### src/rtl/wb_spi_slave.sv
// rtl/wb_spi_slave.sv - Wishbone classic slave front end for the SPI interface core
//
// Purpose: turns Wishbone classic cycles into single-cycle cmd/wr/rd strobes
// towards the SPI core, waits for the core ack and completes the bus cycle.
// Keeps a readback copy of the last accepted config word and two saturating
// diagnostic counters (timeouts, empty rx reads).
//
// Register map (wb_adr_i):
//   0 DATA   write -> if_wr, read -> if_rd, returns {0, if_dout}
//   1 CFG    write -> if_cmd, read -> {0, cfg_shadow} (no core access)
//   2 STATUS read -> {err_cnt, rx_empty_cnt}, write acked and ignored
//   3 -      any access -> wb_err_o
//
// Build option: WB_SPI_TIMEOUT_EN enables the core-ack timeout, the timeout
// error response and err_cnt. Without it the bus waits for if_ack forever.
//
// Ports:
//   clk, rst                 clock, synchronous active-high reset
//   wb_cyc_i, wb_stb_i       bus cycle / strobe
//   wb_we_i, wb_adr_i        write enable, word address
//   wb_dat_i, wb_dat_o       write / read data (DW bits)
//   wb_ack_o, wb_err_o       transfer done / transfer failed
//   if_din                   11-bit word to the core
//   if_cmd, if_wr, if_rd     one-cycle core strobes
//   if_dout                  9-bit word from the core, bit 8 = rx empty
//   if_ack                   core ack, one cycle after the strobe

module wb_spi_slave #(
   parameter int DW      = 16,
   parameter int TIMEOUT = 255
) (
   input  logic          clk,
   input  logic          rst,
   input  logic          wb_cyc_i,
   input  logic          wb_stb_i,
   input  logic          wb_we_i,
   input  logic [1:0]    wb_adr_i,
   input  logic [DW-1:0] wb_dat_i,
   output logic [DW-1:0] wb_dat_o,
   output logic          wb_ack_o,
   output logic          wb_err_o,
   output logic [10:0]   if_din,
   output logic          if_cmd,
   output logic          if_wr,
   output logic          if_rd,
   input  logic [8:0]    if_dout,
   input  logic          if_ack
);

   typedef enum logic [1:0] {S_IDLE, S_STROBE, S_WAIT, S_RESP} state_t;

   localparam logic [1:0] A_DATA   = 2'd0;
   localparam logic [1:0] A_CFG    = 2'd1;
   localparam logic [1:0] A_STATUS = 2'd2;
   localparam logic [1:0] A_BAD    = 2'd3;

   state_t        state, state_nx;
   logic [1:0]    adr_q;
   logic          we_q;
   logic [10:0]   dat_q;
   logic [DW-1:0] rdata;
   logic [10:0]   cfg_shadow;
   logic [7:0]    err_cnt;
   logic [7:0]    rx_empty_cnt;
   logic          abort_q;
   logic          fail_q;
   logic          req;
   logic          needs_core;
   logic          tmo_hit;

   // Only bits [10:0] of the write data carry meaning.
   logic unused_dat;
   assign unused_dat = ^wb_dat_i[DW-1:11];

   assign req        = wb_cyc_i & wb_stb_i;
   assign needs_core = (wb_adr_i == A_DATA) || ((wb_adr_i == A_CFG) && wb_we_i);

`ifdef WB_SPI_TIMEOUT_EN
   logic [15:0] tmo_cnt;

   // Held at zero outside WAIT, so it always starts from 0 on entry.
   always_ff @(posedge clk) begin
      if (rst || state != S_WAIT) tmo_cnt <= '0;
      else                        tmo_cnt <= tmo_cnt + 16'd1;
   end

   // WAIT lasts at most TIMEOUT cycles; an ack in the last one still wins.
   assign tmo_hit = (state == S_WAIT) && !if_ack && (tmo_cnt == 16'(TIMEOUT - 1));

   always_ff @(posedge clk) begin
      if (rst)                             err_cnt <= '0;
      else if (tmo_hit && err_cnt != 8'hFF) err_cnt <= err_cnt + 8'd1;
   end
`else
   // TIMEOUT has no effect in this build.
   logic [15:0] unused_tmo;
   assign unused_tmo = 16'(TIMEOUT);
   assign tmo_hit    = 1'b0;
   assign err_cnt    = '0;
`endif

   always_ff @(posedge clk) begin
      if (rst) begin
         state        <= S_IDLE;
         adr_q        <= '0;
         we_q         <= 1'b0;
         dat_q        <= '0;
         rdata        <= '0;
         cfg_shadow   <= '0;
         rx_empty_cnt <= '0;
         abort_q      <= 1'b0;
         fail_q       <= 1'b0;
      end else begin
         state <= state_nx;
         case (state)
            S_IDLE: begin
               if (req) begin
                  adr_q   <= wb_adr_i;
                  we_q    <= wb_we_i;
                  dat_q   <= wb_dat_i[10:0];
                  abort_q <= 1'b0;
                  fail_q  <= (wb_adr_i == A_BAD);
                  // Register-only reads are answered from here; DATA reads
                  // overwrite rdata in STROBE.
                  if (!wb_we_i && wb_adr_i == A_CFG)
                     rdata <= DW'(cfg_shadow);
                  else if (!wb_we_i && wb_adr_i == A_STATUS)
                     rdata <= DW'({err_cnt, rx_empty_cnt});
                  else
                     rdata <= '0;
               end
            end
            S_STROBE: begin
               if (!wb_cyc_i) abort_q <= 1'b1;
               if (if_rd) begin
                  rdata <= DW'(if_dout);
                  if (if_dout[8] && rx_empty_cnt != 8'hFF)
                     rx_empty_cnt <= rx_empty_cnt + 8'd1;
               end
            end
            S_WAIT: begin
               if (!wb_cyc_i) abort_q <= 1'b1;
               // Shadow follows the core, so it only changes once the core
               // has accepted the config word (even if the bus gave up).
               if (if_ack) begin
                  if (adr_q == A_CFG) cfg_shadow <= dat_q;
               end else if (tmo_hit) begin
                  fail_q <= 1'b1;
               end
            end
            default: ;
         endcase
      end
   end

   always_comb begin
      state_nx = state;
      wb_ack_o = 1'b0;
      wb_err_o = 1'b0;
      wb_dat_o = '0;
      if_din   = '0;
      if_cmd   = 1'b0;
      if_wr    = 1'b0;
      if_rd    = 1'b0;
      case (state)
         S_IDLE: begin
            if (req) state_nx = needs_core ? S_STROBE : S_RESP;
         end
         S_STROBE: begin
            // Only DATA accesses and CFG writes reach this state.
            if_din   = dat_q;
            if_wr    = (adr_q == A_DATA) && we_q;
            if_rd    = (adr_q == A_DATA) && !we_q;
            if_cmd   = (adr_q == A_CFG);
            state_nx = S_WAIT;
         end
         S_WAIT: begin
            if (if_ack || tmo_hit) state_nx = S_RESP;
         end
         S_RESP: begin
            state_nx = S_IDLE;
            wb_dat_o = rdata;
            if (!abort_q) begin
               wb_ack_o = !fail_q;
               wb_err_o = fail_q;
            end
         end
         default: state_nx = S_IDLE;
      endcase
   end

endmodule

### config.mk
export PLATFORM = sky130hd
export DESIGN_NAME = wb_spi_slave
export DESIGN_NICKNAME = d
export VERILOG_FILES = /design/src/rtl/wb_spi_slave.sv
export SDC_FILE = /design/constraint.sdc
export NUM_CORES = 1
export LEC_CHECK = 0
export BUFFER_PORTS_ARGS = -buffer_cell sky130_fd_sc_hd__buf_2
export CAP_MARGIN = 40
export CORE_ASPECT_RATIO = 0.7
export CORE_MARGIN = 2
export CORE_UTILIZATION = 50
export DETAILED_ROUTE_END_ITERATION = 16
export PLACE_DENSITY_LB_ADDON = 0.1
export SETUP_SLACK_MARGIN = 0.02
export SKIP_LAST_GASP = 1
export SLEW_MARGIN = 20
export SYNTH_ARGS = -nofsm -noshare
export SYNTH_HDL_FRONTEND = slang
export SYNTH_SLANG_ARGS = --single-unit
### constraint.sdc
create_clock -name clk -period 3.27 [get_ports clk]
set_input_delay 0.327 -clock clk [delete_from_list [all_inputs] [get_ports clk]]
set_output_delay 0.327 -clock clk [all_outputs]
set_load 0.01 [all_outputs]
==> implementation parameters <==
Parameter                              Value

Status
  Run status    finished, violations left
  Failing checks    design-rule violations

Critical path
  Crit path max fanout    5
  Critical Path Stages    7
  Cell family with most CP delay    simple AND/OR/NAND/NOR gates
  List of cells traversed by the critical path    inv_1 -> ha_1 -> or4b_4 -> clkinv_4 -> o211ai_4 -> or4_1 -> a21oi_1
  Kind of start point of the critical path    register
  Category of the most critical setup path    reg2reg
  Critical path endpoint category    register
  Number of buffer and inverter stages on the critical path    2
  Length in cells of the worst reg-to-reg path    7
  Worst path max stage delay    approximately 0.52 ns
  Arr. time, crit path    about 2.3 ns
  Req. time, crit path    3.51 ns
  CP max stage cell    sky130_fd_sc_hd__or4b_4

Layout
  Highest-count cells in the layout ignoring fill and taps    sky130_fd_sc_hd__nand2_1, sky130_fd_sc_hd__buf_2, sky130_fd_sc_hd__dfxtp_1
  Count of antenna diodes in the layout    0
  Share of post-route cells with drive strength above 1    between 20% and 30%
  Synth-to-Final Area Change    15.6%
  Layout Utilization    61.2%
  Layout Nets    approximately 380
  Fin cells    around 390
  Commonest non-fill, non-tap cell in the layout    sky130_fd_sc_hd__nand2_1

Timing
  Crit share post-route    between 60% and 70%
  Setup TNS    0 ns
  Final critical-path required period    2.03 ns
  Worst clock skew    ~0.0044 ns
  Final Max Tran Viols    0
  Setup repair after global routing missed its margin    false
  Final-report hold violation count    0
  Final WS setup    around 1.2 ns
  Normalized max-slew margin    between 50% and 60%
  Setup-violating endpoint count in the final report    0
  Fmax    between 0.4 and 0.5 GHz
  Actual transition at the worst max-transition pin    approximately 0.67 ns

Synthesis
  Count of mapped cells out of synthesis    between 200 and 300
  Top area cells in the synthesized netlist    sky130_fd_sc_hd__dfxtp_1, sky130_fd_sc_hd__nand2_1, sky130_fd_sc_hd__a21oi_1
  Sequential share of the synthesized area    about two fifths
  Count of flip-flops with a built-in enable after synthesis    0
  Largest area contributor in the synthesized netlist    sky130_fd_sc_hd__dfxtp_1
  Portion of synthesized cell area occupied by the leading cell type    about two fifths
  Average cell area after synthesis    ~8.0 um2
  Number of register bits inferred by synthesis    between 40 and 50
  Most frequently used flop master after synthesis    sky130_fd_sc_hd__dfxtp_1
  Post-Synthesis Cell Area    approximately 2300 um2
  Netlist cell types    43
  Share of flip-flops with an asynchronous set or reset    0%
  Total of warnings raised by yosys    0

Power and ir drop
  Static Leak    around 1.1 nW
  Largest voltage drop on the vdd net    approximately 0.33 mV
  Power density of the placed cells    between 500 and 600 nW/um2

GRT
  Wire length of the first global-routing pass    roughly 8400 um
  Global routing usage on met1    30.0%
  Vias in the first global route    ~1800
  Most used routing layer    met2
  Met3 Resource Use GR    5.09%
  Global Route Usage Sum    20.5%
  Maximum number of pins on one net before global-route repair    around 40
  Overflow left after global routing    0
  Number of antenna violations at the first check in global routing    0
  GRT met2 Usage    30.2%

Job
  Max-cap violations    0

Floorplanning
  Die outline area    5260 um2
  Number of placed I/O pins    65
  Initial core utilization    a little over half
  CORE AREA    between 4000 and 5000 um2
  Vertical die dimension    ~61 um
  FP Rows    20
  X dimension of the die    approximately 86 um

Clocking
  TritonCTS clock tree    done
  Cts-stage hold buffer count    0
  Number of cells upsized or downsized after cts    0
  CTS clock-pin slew for the worst setup and hold paths    approximately 0.09 ns
  Total clock buffers created by CTS    5
  Max Root-Sink Buffers    2
  Post-CTS Setup Repair Bufs    0
  Clock Root Buffer    sky130_fd_sc_hd__clkbuf_8
  Clock network latency to the later pin of the worst-skew pair    0.30 ns
  Number of H-tree levels    2
  Total number of clock tree sinks    between 40 and 50

Hold path
  Class of the most critical hold timing path    in2reg
  Cell depth of the worst min-delay path    3

Place
  Placed wire-length estimate after detailed placement    between 3000 and 4000 um
  Placed Cells incl. Taps    385
  IO Port Bufs    54
  Setup slack at placement    ~1.3 ns
  Final RePlAce weighted congestion    0.830

Drt
  Detailed-route DRC error count    5
  Pre-antenna DRT Iters    11
  Vias    about 2000
  Average vias per placed instance    5.18
  Routed wire length per instance    approximately 13 um
  Number of nets with antenna violations after detailed routing    0
  Post-Route WL    roughly 5100 um
  DR iter-0 viols    between 100 and 150
==> worst register-to-register path: cells and delay by family, from the launching register on <==
kind	cells	cell delay, ns
AOI/OAI and AO/OA	2	0.24
adders and majority gates	1	0.18
buffers and inverters	2	0.21
DFF	1	0.35
and+or+nand+nor	2	1.00
==> Yosys cell counts (all sizes together), types with 3 or more instances <==
cell type / n
nor2: 22
xor2: 4
nor3: 4
buf: 9
o21a: 6
and3: 3
inv: 5
a211oi: 10
and2: 22
dfxtp: 48
a21oi: 32
mux2i: 4
clkbuf: 15
nand2: 59
nand3: 5
a22oi: 8
ha: 6
==> sequential cells by signal, summed over array words and instances (netlist names) <==
register / cells
rx_empty_cnt: 8
abort_q: 1
adr_q: 2
cfg_shadow: 11
state: 2
rdata: 11
we_q: 1
fail_q: 1
dat_q: 11
==> kinds of logic (layout without fill, tap and decap cells) <==
| kind of cell | Yosys count | in the layout | share of synthesized area (%) |
|---|---|---|---|
| flip-flops | 48 | 48 | 41.0 |
| other | 1 | 5 | 0.160 |
| adder cells (fa/ha/maj) | 6 | 6 | 3.20 |
| AND/OR/NAND/NOR | 135 | 135 | 28.5 |
| multiplexers | 4 | 4 | 1.71 |
| buffers and inverters | 30 | 71 | 6.08 |
| XOR/XNOR | 4 | 4 | 1.49 |
| AO/OA/AOI/OAI | 65 | 65 | 17.9 |
==> through the flow <==
stage	hold slack (ns)	instance area [um2]	power [mW]
after floorplan	0.431	2360	1.12
final	0.256	2710	1.60
after detailed placement	0.445	2620	1.25
after global placement	0.443	2600	1.23
after CTS	0.252	2710	1.61
after global routing	0.255	2710	1.71
==> worst paths after layout <==
check / startpoint / endpoint / slack (ns)
max: state[1]$_SDFFE_PP0P_ / rx_empty_cnt[5]$_SDFFE_PP0P_ / 1.24
min: wb_dat_i[6] / dat_q[6]$_SDFFE_PP0P_ / 0.26
max reg2reg: state[1]$_SDFFE_PP0P_ / rx_empty_cnt[5]$_SDFFE_PP0P_ / 1.24
min reg2reg: cfg_shadow[9]$_SDFFE_PP0P_ / cfg_shadow[9]$_SDFFE_PP0P_ / 0.45
==> area by class of cell <==
cell class	instances	area [um2]
inverter	6	27.5
clock inverter	2	10.0
fill	423	1720
tap	55	68.8
sequential	48	961
clock buffer	6	82.6
multi-input combinational	219	1260
timing repair buffer	57	305
==> power by group <==
group	switching, mW	internal, mW
sequential	0.0468	0.653
combinational	0.316	0.219
clock	0.198	0.169
total	0.560	1.04
==> metal layers <==
layer  wire length [um]  share of wire (%)
met1               2750                 54
met2               2100                 41
met3                241                4.7
met4                 40               0.78
met5                  0                  0
No activity file was read; power rests on OpenSTA's default activity.
